<file path="config.mk">
export PLATFORM = sky130hd
export DESIGN_NAME = ws2812_ctrl
export DESIGN_NICKNAME = d
export VERILOG_FILES = /design/src/rtl/ws2812_ctrl.sv
export SDC_FILE = /design/constraint.sdc
export NUM_CORES = 1
export LEC_CHECK = 0
export ABC_AREA = 1
export CAP_MARGIN = 0
export CELL_PAD_IN_SITES_DETAIL_PLACEMENT = 0
export CELL_PAD_IN_SITES_GLOBAL_PLACEMENT = 1
export CORE_MARGIN = 8
export CORE_UTILIZATION = 42
export DETAILED_ROUTE_END_ITERATION = 10
export PLACE_DENSITY = 0.85
export SETUP_SLACK_MARGIN = 0.2
export SYNTH_ARGS = -nofsm -noshare
export SYNTH_HDL_FRONTEND = slang
export SYNTH_SLANG_ARGS = --single-unit
</file>
<file path="constraint.sdc">
create_clock -name CLK50M -period 2.15 [get_ports CLK50M]
set_input_delay 0.215 -clock CLK50M [delete_from_list [all_inputs] [get_ports CLK50M]]
set_output_delay 0.215 -clock CLK50M [all_outputs]
set_load 0.02 [all_outputs]
</file>
<file path="src/rtl/ws2812_ctrl.sv">
// WS2812 LED chain driver: pulls 24-bit GRB pixels over a valid/ready handshake and
// serialises them MSB first as width-coded pulses, then holds the line low to latch.
module ws2812_ctrl #(
  parameter int unsigned NUM_LEDS  = 8,
  parameter int unsigned T0H       = 20,
  parameter int unsigned T1H       = 40,
  parameter int unsigned BIT_CYC   = 63,
  parameter int unsigned LATCH_CYC = 15000,
  parameter int unsigned GAP_MAX   = 250
) (
  input  logic        CLK50M,
  input  logic        RST,
  input  logic        START,
  input  logic [23:0] PIX_DAT,
  input  logic        PIX_VALID,
  output logic        PIX_READY,
  output logic        BUSY,
  output logic        DONE,
  output logic        UNDERRUN,
  output logic        RGB_DAT
);

  localparam int unsigned CNT_MAX = (LATCH_CYC > BIT_CYC) ? LATCH_CYC : BIT_CYC;
  localparam int unsigned CNT_W   = $clog2(CNT_MAX + 1);
  localparam int unsigned WAIT_W  = $clog2(GAP_MAX + 1);
  localparam int unsigned PIX_W   = (NUM_LEDS > 1) ? $clog2(NUM_LEDS) : 1;

  localparam logic [CNT_W-1:0]  T0H_END   = CNT_W'(T0H - 1);
  localparam logic [CNT_W-1:0]  T1H_END   = CNT_W'(T1H - 1);
  localparam logic [CNT_W-1:0]  BIT_END   = CNT_W'(BIT_CYC - 1);
  localparam logic [CNT_W-1:0]  LATCH_END = CNT_W'(LATCH_CYC - 1);
  localparam logic [WAIT_W-1:0] GAP_LIM   = WAIT_W'(GAP_MAX);
  localparam logic [PIX_W-1:0]  LAST_PIX  = PIX_W'(NUM_LEDS - 1);

  typedef enum logic [2:0] {
    IDLE,
    LOAD,
    HIGH,
    LOW,
    LATCH
  } state_t;

  state_t             state_q;
  logic [CNT_W-1:0]   cnt_q;
  logic [WAIT_W-1:0]  wait_q;
  logic [PIX_W-1:0]   pix_q;
  logic [4:0]         bit_q;
  logic [23:0]        shift_q;
  logic [CNT_W-1:0]   high_end;

  // The bit on the wire is always shift_q[23]; the register shifts left per bit.
  always_comb begin
    high_end = shift_q[23] ? T1H_END : T0H_END;
  end

  always_ff @(posedge CLK50M or posedge RST) begin
    if (RST) begin
      state_q   <= IDLE;
      cnt_q     <= '0;
      wait_q    <= '0;
      pix_q     <= '0;
      bit_q     <= '0;
      shift_q   <= '0;
      PIX_READY <= 1'b0;
      BUSY      <= 1'b0;
      DONE      <= 1'b0;
      UNDERRUN  <= 1'b0;
      RGB_DAT   <= 1'b0;
    end else begin
      DONE <= 1'b0;
      unique case (state_q)
        IDLE: begin
          // DONE is still high on the completion cycle, so a START there is dropped.
          if (START && !DONE) begin
            state_q   <= LOAD;
            BUSY      <= 1'b1;
            PIX_READY <= 1'b1;
            UNDERRUN  <= 1'b0;
            pix_q     <= '0;
            wait_q    <= '0;
          end
        end
        LOAD: begin
          if (PIX_VALID && PIX_READY) begin
            shift_q   <= PIX_DAT;
            bit_q     <= 5'd23;
            cnt_q     <= '0;
            PIX_READY <= 1'b0;
            RGB_DAT   <= 1'b1;
            state_q   <= HIGH;
          end else if (wait_q != GAP_LIM) begin
            wait_q <= wait_q + 1'b1;
            if (wait_q == GAP_LIM - 1'b1) UNDERRUN <= 1'b1;
          end
        end
        HIGH: begin
          cnt_q <= cnt_q + 1'b1;
          if (cnt_q == high_end) begin
            RGB_DAT <= 1'b0;
            state_q <= LOW;
          end
        end
        LOW: begin
          if (cnt_q == BIT_END) begin
            cnt_q <= '0;
            if (bit_q != 5'd0) begin
              bit_q   <= bit_q - 1'b1;
              shift_q <= {shift_q[22:0], 1'b0};
              RGB_DAT <= 1'b1;
              state_q <= HIGH;
            end else if (pix_q != LAST_PIX) begin
              pix_q     <= pix_q + 1'b1;
              wait_q    <= '0;
              PIX_READY <= 1'b1;
              state_q   <= LOAD;
            end else begin
              state_q <= LATCH;
            end
          end else begin
            cnt_q <= cnt_q + 1'b1;
          end
        end
        LATCH: begin
          if (cnt_q == LATCH_END) begin
            cnt_q   <= '0;
            BUSY    <= 1'b0;
            DONE    <= 1'b1;
            state_q <= IDLE;
          end else begin
            cnt_q <= cnt_q + 1'b1;
          end
        end
        default: state_q <= IDLE;
      endcase
    end
  end

endmodule

</file>
### Word-level counts from Yosys, hierarchy flattened

Index checks and enable logic that the tools add are counted.

* add/subtract/negate cells: 4
* equal/unequal tests: 21
* multiplexer cells: 53
* reductions and logical operators: 21

Operators with widths (number)
* 24-bit 2-to-1 mux: 3
* 14-bit one-hot mux with 4 select lines: 1
* 8-bit 2-to-1 mux: 6
* 24-bit one-hot mux with 2 select lines: 1
* 14-bit 2-to-1 mux: 3
* 3-bit 2-to-1 mux: 11
* 8-bit one-hot mux with 3 select lines: 1
* 2-bit != test, second input constant: 11
* 5-bit AND reduction: 4
* 1-bit 2-to-1 mux: 16
* 5-bit 2-to-1 mux: 3
* 3-bit one-hot mux with 5 select lines: 1
* 14-bit by 1-bit adder with 14-bit output, second input constant: 1
* 14-bit == test, second input constant: 1
* 14-bit by 6-bit == test with 1-bit output: 1
* 14-bit by 6-bit == test with 1-bit output, second input constant: 1
* 5-bit one-hot mux with 2 select lines: 1
* 8-bit by 1-bit adder with 8-bit output, second input constant: 1
* 8-bit == test, second input constant: 1
* 8-bit != test, second input constant: 1
* 2-bit nonzero test: 4
* 7-bit AND reduction: 1
* 3-bit by 2-bit == test with 1-bit output, second input constant: 2
* 6-bit 2-to-1 mux: 1
* other kinds (18): 22

* bits in registers: 62
* input bits: 28
* word-level logic and storage cells: 110

### Logic depth before layout (Yosys ltp)

Gate-level depths: netlist of the first run.

* depth in word-level cells: 5
* gate-level depth with buffers: 12
* depth with buffers taken out: 11

### Least setup slack after synthesis of the first run

No wires, ideal clock.

* path type: register -> register
* start point: register pix_q[0]
* end point: register wait_q[7]
* library setup time: 0.118 ns
* data arrival time: 1.431 ns
* setup slack: 0.602 ns
* stages on the path, launching flop included: 9
* buffers on the path: 0
* path through: dfrtp_1 -> ha_1 -> ha_1 -> o21ai_0 -> nand2_1 -> nor2_4 -> nand2_2 -> nand2_1 -> nand2_1

* longest elaborated chain between the ends: 3

RTL lines
* from (decl): line 46 `logic [PIX_W-1:0] pix_q;`
* from (signal assigned): line 112 `pix_q <= pix_q + 1'b1;`
* 3-bit != test: line 111 `end else if (pix_q != LAST_PIX) begin`
* 2-bit != test (no source line)
* 7-bit AND reduction (no source line)
* to (signal assigned): line 92 `wait_q <= wait_q + 1'b1;`
* to (decl): line 45 `logic [WAIT_W-1:0] wait_q;`

No other way between the ends.
A chain may end at the register's enable or synchronous reset.

### Worst setup path after layout of the first run

* start point: register cnt_q[7]
* end point: register cnt_q[3]

* longest elaborated chain between the ends: 3
* elaborated cells between the ends (all ways): 5

RTL lines
* from (decl): line 44 `logic [CNT_W-1:0] cnt_q;`
* from (signal assigned): line 97 `cnt_q <= cnt_q + 1'b1;`
* from (signal assigned): line 120 `cnt_q <= cnt_q + 1'b1;`
* from (signal assigned): line 130 `cnt_q <= cnt_q + 1'b1;`
* 14-bit == test / 14-bit by 6-bit == test with 1-bit output (equally long branches): line 124, 104
* 14-bit 2-to-1 mux, on equally long branches: line 124, 104
* 14-bit one-hot mux with 4 select lines *: line 71 `unique case (state_q)`

Every way passes the cells marked *; elsewhere a longest branch is shown, timed or not.

==> flow_metrics.py, run 1 <==
metrics = {
    "outcome": {
        "status": "finished, final reports clean",
    },
    "pwr": {
        "vdd_drop_max_mv": 0.514,
        "power.leakage_nw": 2.07,
        "powerDensity_mw_per_mm2": 1150,
    },
    "final_layout": {
        "drive_gt1_frac": 0.0793,
        "layout_common_cells": "163 x nand2_1, 62 x dfrtp_1, 55 x inv_1",
        "final_common_cell": "nand2_1",
        "syn_to_final_growth_pct": 19.0,
        "antennaDiodeCount": 0,
        "post-route-util": 0.507,
        "num-nets-final": 574,
        "seq_area_sq_mm": 0.00155,
        "n_fill_cell": 857,
        "multi_input_area_sq_mm": 0.00177,
    },
    "setup_path": {
        "end_kind": "flip-flop",
        "cp.required_ps": 2370,
        "critPathKind": "reg -> reg",
        "slowest_delay_ps": 520,
        "start_kind": "flip-flop",
        "r2r_slack_ps": 360,
        "arrival_ps": 2010,
        "crit_fanout": 9,
        "slowest_stage": "dfrtp_1",
        "worstPathCellList": "inv_1 -> nor2_1 -> nand2_1 -> nor2_1 -> nand2_1 -> nand2_1 -> nand3_2 -> nor2_2 -> nor2_1",
    },
    "sta": {
        "min_period_ps": 1790,
        "fmax_mhz": 559,
        "skew_ps": 7.70,
        "hold_viol": 0,
        "slew_violations": 0,
        "rsz0062_at_grt": "false",
        "fin_ws_ps": 362,
        "finalCritPeriodShare": 0.831,
        "tightest_slew_ps": 456,
        "relSlewSlack": 0.695,
        "totalNegativeSetupSlack_ps": 0,
        "setup_violations": 0,
    },
    "logic_synthesis": {
        "avgSynthCellArea_sq_um": 7.30,
        "synth_seq_cells": 62,
        "synthDistinctLibCells": 28,
        "yosysSeqAreaShare": 0.424,
        "syn_area_sq_mm": 0.00366,
        "synth_nets": 538,
        "yosysTopAreaCellShare": 0.424,
        "synth_cells": 501,
        "synth_top_cell_by_area": "dfrtp_1",
        "yosys_warnings": 0,
        "synth.area.top_cells": "dfrtp_1 42%, nand2_1 17%, inv_1 5.7%, nor2_1 5.2%, nand3_1 4.5%",
    },
    "flow_run": {
        "max_cap_violations": 0,
    },
    "die": {
        "fp-row-count": 34,
        "ios": 33,
        "dieArea_sq_mm": 0.0120,
        "core_region_area_sq_mm": 0.00859,
        "start_util": 0.426,
        "die_y_microns": 109,
        "die_x_microns": 109,
    },
    "global_routing": {
        "grt_pass1_vias": 3124,
        "grt_max_degree": 50,
        "antenna_found_initial": 0,
        "gr-total-overflow": 0,
        "gr-usage-all-layers": 0.143,
        "grt_pass1_wl_mm": 13.7,
    },
    "clocking": {
        "cts.reportedPaths.clkPinSlew_ps": 80,
        "cts_resized": 0,
        "clkSinkCount": 62,
        "cts_max_path_buffers": 2,
        "cts_buffers": 9,
        "cts_tree": "done",
        "clock_latency_ps": 340,
        "htree_levels": 3,
        "cts-root-buf": "clkbuf_8",
        "postCtsSetupBuffers": 0,
        "holdBufCountCts": 0,
    },
    "placed_design": {
        "dp_hpwl_mm": 5.60,
        "io_buffer_count": 32,
        "preCtsSetupSlack_ps": 275,
        "gp_congestion": 0.842,
    },
    "drt": {
        "drc": 0,
        "wl_mm": 7.93,
        "drt_first_pass_iters": 4,
        "vias_per_cell": 4.80,
        "first_iter_violations": 105,
        "vias": 3117,
        "routedWlPerCell_microns": 12.2,
        "ant_nets": 0,
    },
    "worst_hold_path": {
        "hold_path_class": "in -> async",
    },
}
==> logic make-up (layout without fill, tap and decap cells) <==
| family | count (synthesis) | after routing | share of synthesized area |
|---|---|---|---|
| buffers and inverters | 77 | 117 | 0.0950 |
| XOR/XNOR | 15 | 15 | 0.0359 |
| AND/OR/NAND/NOR | 278 | 279 | 0.329 |
| adder cells (fa/ha/maj) | 9 | 9 | 0.0308 |
| flip-flops | 62 | 62 | 0.424 |
| AO/OA/AOI/OAI | 60 | 60 | 0.0858 |
==> metal layers <==
layer,GRT usage,up-vias,part of all wire
met2,0.225,48,0.44
met5,0,-,0
li1,-,1642,-
met1,0.182,1416,0.50
met4,0.0665,0,0.019
met3,0.0340,11,0.043
==> power breakdown <==
group / internal, mW / total (mW) / switching, mW
Clock: 0.800 / 1.28 / 0.482
Combinational: 0.734 / 2.09 / 1.35
Sequential: 1.49 / 1.66 / 0.168
==> Yosys cell counts <==
cell	instances
dfrtp_1	62
clkbuf_1	3
nand3_1	33
nand3b_1	1
nand2_1	163
xor2_1	10
inv_1	56
nor2_1	51
o211ai_1	1
o21ai_1	29
and2_1	1
o21ai_0	26
buf_2	5
nor2_4	5
nor2_2	2
a21oi_4	1
inv_2	4
nor3_1	8
ha_1	9
nand2_2	2
buf_6	7
xnor2_1	5
a21oi_1	3
nand2_4	2
nor2_8	1
nand4_1	7
and3_1	2
clkinv_1	2
==> per-stage QoR <==
stage	power (mW)	hold slack [ps]	instance area [sq um]	std cells
after detailed placement	3.68	463	4070	632
after global routing	5.46	226	4360	650
after floorplan	3.33	364	3660	501
after global placement	3.62	456	4070	632
after CTS	4.98	198	4320	648
final	5.03	197	4360	650
==> cell type report <==
type / instances / area share
flip-flops and latches: 62 / 0.356
clock buffers: 10 / 0.0316
clock inverters: 6 / 0.0250
multi-input cells: 363 / 0.407
repair buffers: 39 / 0.0954
well taps: 108 / 0.0310
inverters: 62 / 0.0540
==> critical path, delay by kind of cell (launching register included) <==
family | cells | cell delay [ps]
flops | 1 | 520
simple gates | 8 | 1050
buf+inv | 1 | 100
==> sequential cells by signal (all words and copies together), names as in the netlist <==
signal and flops:
cnt_q 14, PIX_READY 1, shift_q 24, RGB_DAT 1, UNDERRUN 1, wait_q 8, DONE 1, state_q 3
BUSY 1, bit_q 5, pix_q 3
==> path summary, 6_finish.rpt <==
check                         start  cells after the start     endpoint
max                        cnt_q[7]                      9     cnt_q[3]
min                             RST                      2  shift_q[10]
max reg2reg                cnt_q[7]                      9     cnt_q[3]
min reg2reg                 RGB_DAT                      2      RGB_DAT
max in group asynchronous       RST                      3     bit_q[0]
min in group CLK50M         RGB_DAT                      2      RGB_DAT
Note: power is estimated with default switching activity, not from simulation.
==> run 2, diff against run 1 <==
Clock period 2.15 ns to 1.7 ns, I/O delays scaled along.
==> run 2 against run 1 <==
- fmax increased by 6.0%
- worst hold slack gained 67 ps
- clock power is 12% higher
- worst setup slack worse by 350 ps
- register-to-register slack worse by 350 ps
- combinational power rose by 130%
- sequential power is 29% higher
- sequential share of layout area fell by 7.3 points
==> flow_metrics.py, run 2 (same netlist as run 1, synthesis figures left out) <==
metrics = {
    "sta": {
        "hold_viol": 0,
        "slew_violations": 0,
        "relSlewSlack": 0.759,
        "min_period_ps": 1690,
        "whs_ps": 264,
        "setup_violations": 0,
        "rsz0062_at_grt": "true",
        "finalCritPeriodShare": 0.992,
        "fmax_mhz": 593,
        "tightest_slew_ps": 358,
        "skew_ps": 12.8,
    },
    "clocking": {
        "clock_latency_ps": 350,
        "htree_levels": 3,
        "cts_buffers": 9,
        "cts_tree": "done",
        "cts-root-buf": "clkbuf_8",
        "clkSinkCount": 62,
        "holdBufCountCts": 0,
        "cts_max_path_buffers": 2,
        "cts.reportedPaths.clkPinSlew_ps": 70,
    },
    "setup_path": {
        "slowest_delay_ps": 450,
        "critPathBufInv": 4,
        "startpoint": "state_q[2]",
        "worstPathCellList": "nor2_4 -> inv_2 -> nor2_4 -> buf_12 -> nand2_4 -> nand2_4 -> nor2_8 -> buf_4 -> buf_4 -> o21ai_1 -> nand2_1",
        "cp.depth": 11,
        "end_kind": "flip-flop",
        "critPathKind": "reg -> reg",
        "arrival_ps": 1910,
        "critical-path-top-delay-family": "simple AND/OR/NAND/NOR gates",
        "cp.required_ps": 1930,
        "rr_startpoint": "state_q[2]",
        "reg2regPathDepth": 11,
        "start_kind": "flip-flop",
        "slowest_stage": "dfrtp_2",
        "crit_fanout": 5,
    },
    "global_routing": {
        "grt_pass1_vias": 3387,
        "grt_max_degree": 63,
        "gr-total-overflow": 0,
        "antenna_found_initial": 0,
        "gr-usage-all-layers": 0.162,
        "grt_pass1_wl_mm": 15.5,
    },
    "final_layout": {
        "final_common_cell": "nand2_1",
        "regMostFlops": "shift_q",
        "antennaDiodeCount": 0,
        "top_regs": "shift_q (24), cnt_q (14), wait_q (8)",
        "largest_reg_flops": 24,
        "layout_common_cells": "136 x nand2_1, 58 x dfrtp_1, 56 x buf_4",
        "drive_gt1_frac": 0.323,
        "final_cells": 728,
        "num-nets-final": 652,
        "syn_to_final_growth_pct": 50.3,
    },
    "placed_design": {
        "dp_cells": 664,
        "gp_congestion": 0.835,
        "io_buffer_count": 32,
        "dp_hpwl_mm": 5.81,
    },
    "die": {
        "start_util": 0.426,
        "die_y_microns": 109,
        "ios": 33,
        "fp-row-count": 34,
        "core_region_area_sq_mm": 0.00859,
        "dieArea_sq_mm": 0.0120,
        "die_x_microns": 109,
    },
    "drt": {
        "drc": 0,
        "vias": 3508,
        "first_iter_violations": 105,
        "routedWlPerCell_microns": 13.2,
        "drt_first_pass_iters": 4,
        "ant_nets": 0,
        "wl_mm": 9.61,
        "vias_per_cell": 4.82,
    },
    "pwr": {
        "power.leakage_nw": 2.58,
        "vdd_drop_max_mv": 0.777,
        "powerDensity_mw_per_mm2": 1520,
    },
    "outcome": {
        "status": "finished, final reports clean",
    },
    "flow_run": {
        "max_cap_violations": 0,
    },
    "worst_hold_path": {
        "hold_path_class": "in -> async",
    },
}
==> run 2: cell type report <==
| cell class | count | area [sq um] |
|---|---|---|
| Clock buffer | 12 | 145 |
| Clock inverter | 4 | 70.1 |
| Fill cell | 704 | 3090 |
| Inverter | 62 | 246 |
| Multi-Input combinational cell | 362 | 2140 |
| Sequential cell | 62 | 1560 |
| Tap cell | 108 | 135 |
| Timing Repair Buffer | 118 | 1210 |
==> run 2: path summary, 6_finish.rpt <==
path | slack, ps | to
setup / recovery | 10 | bit_q[0]
hold / removal | 260 | cnt_q[5]
setup reg to reg | 10 | bit_q[0]
hold reg to reg | 490 | pix_q[1]
max in group asynchronous | 1150 | state_q[2]
min in group CLK50M | 480 | shift_q[0]
==> run 2: timing repair <==
item	CTS	global route
gates resized for setup	60	71
gates cloned	1	1
buffers inserted	30	16
endpoints found under the setup margin	60	62
pin swaps	21	30
==> run 2: per-layer routing <==
metal	global-route usage	wire length, microns	share of wire
met5	0	0	0
met4	0.0608	176	0.018
met3	0.0434	392	0.041
met2	0.275	5080	0.53
met1	0.193	3960	0.41
==> run 2: report_power, final <==
group          switching (mW)  leakage [nW]  internal, mW
logic                    2.37          1.68          2.41
clock network           0.570         0.110         0.862
registers               0.251         0.797          1.89
==> run 2: stage by stage <==
stage | instance area (sq um) | worst slack, ps | utilization | power, mW | setup TNS (ps)
2_1_floorplan | 3710 | 197 | - | 4.26 | 0
3_3_place_gp | 4400 | 10.6 | 0.512 | 5.12 | 0
3_5_place_dp | 4400 | -4.34 | 0.512 | 5.18 | -4.34
4_1_cts | 5110 | 52.6 | 0.595 | 7.76 | 0
5_1_grt | 5500 | -110 | 0.640 | 8.92 | -2170
6_report | 5500 | 13.1 | 0.640 | 8.35 | 0
==> run 2: worst register-to-register path, stage by stage, from the launching register on <==
cell and delay [ps]:
dfrtp_2 450, nor2_4 110, inv_2 60, nor2_4 190
buf_12 140, nand2_4 60, nand2_4 80, nor2_8 50
buf_4 130, buf_4 130, o21ai_1 80, nand2_1 70
==> run 3, diff against run 2 <==
Settings changed: TNS_END_PERCENT from default to 30.
==> run 3 against run 2 <==
- flip-flop and latch count is the same
- critical path depth is 3 lower
- final cell count down 4.0%
- worst hold slack worse by 1.0 ps
- clock power is 3% higher
- die area is the same
- largest cell class unchanged
==> flow_metrics.py, run 3 (same netlist as run 1, synthesis figures left out) <==
metrics = {
    "placed_design": {
        "dp_cells": 655,
        "gp_congestion": 0.819,
        "dp_hpwl_mm": 5.73,
        "post_dp_cell_area_sq_mm": 0.00428,
        "preCtsSetupSlack_ps": -38.6,
        "io_buffer_count": 32,
    },
    "sta": {
        "rsz0062_at_grt": "true",
        "hold_viol": 0,
        "fmax_mhz": 600,
        "whs_ps": 263,
        "relSlewSlack": 0.770,
        "skew_ps": 10.5,
        "min_period_ps": 1670,
        "totalNegativeSetupSlack_ps": 0,
        "slew_violations": 0,
        "finalCritPeriodShare": 0.981,
        "fin_ws_ps": 32.3,
        "tightest_slew_ps": 344,
        "setup_violations": 0,
    },
    "setup_path": {
        "rr_startpoint": "pix_q[0]",
        "crit_fanout": 5,
        "start_kind": "flip-flop",
        "arrival_ps": 1950,
        "cp.required_ps": 1990,
        "r2r-end": "wait_q[1]",
        "r2r_slack_ps": 30,
        "critPathKind": "reg -> reg",
        "end_kind": "flip-flop",
        "reg2regPathDepth": 8,
    },
    "final_layout": {
        "syn_to_final_growth_pct": 39.7,
        "n_fill_cell": 782,
        "antennaDiodeCount": 0,
        "drive_gt1_frac": 0.255,
        "final_common_cell": "nand2_1",
        "regMostFlops": "shift_q",
        "multi_input_area_sq_mm": 0.00202,
        "num-nets-final": 623,
        "fin_area_sq_mm": 0.00511,
        "seq_area_sq_mm": 0.00155,
        "top_regs": "shift_q (24), cnt_q (14), wait_q (8)",
        "layout_common_cells": "139 x nand2_1, 61 x dfrtp_1, 52 x inv_1",
        "final_cells": 699,
        "largest_reg_flops": 24,
        "post-route-util": 0.595,
    },
    "pwr": {
        "powerDensity_mw_per_mm2": 1540,
        "vdd_drop_max_mv": 0.784,
        "finalPower_mw": 7.89,
        "power.leakage_nw": 2.46,
    },
    "die": {
        "fp-row-count": 34,
        "start_util": 0.426,
        "die_x_microns": 109,
        "ios": 33,
        "core_region_area_sq_mm": 0.00859,
        "dieArea_sq_mm": 0.0120,
        "die_y_microns": 109,
    },
    "drt": {
        "vias": 3439,
        "vias_per_cell": 4.92,
        "ant_nets": 0,
        "drc": 0,
        "wl_mm": 9.17,
        "drt_first_pass_iters": 4,
        "routedWlPerCell_microns": 13.1,
        "first_iter_violations": 126,
    },
    "clocking": {
        "cts_tree": "done",
        "clkSinkCount": 62,
        "htree_levels": 3,
        "cts_buffers": 9,
        "cts-root-buf": "clkbuf_8",
        "cts.reportedPaths.clkPinSlew_ps": 70,
        "clock_latency_ps": 350,
        "cts_max_path_buffers": 2,
    },
    "flow_run": {
        "max_cap_violations": 0,
    },
    "outcome": {
        "status": "finished, final reports clean",
    },
    "global_routing": {
        "grt_pass1_vias": 3350,
        "gr-usage-all-layers": 0.158,
        "gr-total-overflow": 0,
        "grt_max_degree": 63,
        "antenna_found_initial": 0,
        "grt_pass1_wl_mm": 15.2,
    },
    "worst_hold_path": {
        "hold_path_class": "in -> async",
    },
}
[run 3: worst max-delay path, stage by stage (launching register included)]
cell and delay (ps):
dfrtp_1 400, ha_1 200, ha_1 210, o21ai_0 260, nand2_2 130, nor2_4 140
buf_4 150, nand3_1 60, nand2_1 70
[run 3: how the worst max path moves through the flow]
stage                    start    endpoint  slack [ps]  cells after the start
floorplan             pix_q[0]   wait_q[7]         150                      8
global placement     PIX_VALID    cnt_q[8]         -20                      7
detailed placement   PIX_VALID    cnt_q[8]         -40                      7
CTS                 state_q[2]  shift_q[6]          80                     11
global route          cnt_q[0]  shift_q[4]         -60                     12
finish                pix_q[0]   wait_q[1]          30                      8
[run 3: final cells by class]
class                   count  area share
inverters                  62      0.0472
multi-input cells         363       0.395
well taps                 108      0.0264
flip-flops and latches     62       0.304
clock buffers              10      0.0269
clock inverters             6      0.0166
repair buffers             88       0.184
[run 3: timing repair]
action | in CTS | in global routing
hold buffers | 0 | 0
gates resized for setup | 27 | 78
pin swaps | 9 | 21
setup endpoints to repair | 62 | 65
endpoints found under the hold margin | 0 | 0
buffers inserted | 20 | 2
cloned | 3 | 3
[run 3: metal layers]
metal | wire, microns | GRT usage | vias up
met3 | 327 | 0.0463 | 9
met5 | 0 | 0 | -
met4 | 92 | 0.0366 | 0
met1 | 4260 | 0.199 | 1628
met2 | 4480 | 0.261 | 60
li1 | - | - | 1742
[run 3: power by group]
part	internal, mW	leakage [nW]	switching [mW]	total (mW)
combinational	2.01	1.55	2.28	4.29
sequential	1.88	0.802	0.247	2.13
clock	0.860	0.108	0.613	1.47
total	4.75	2.46	3.14	7.89
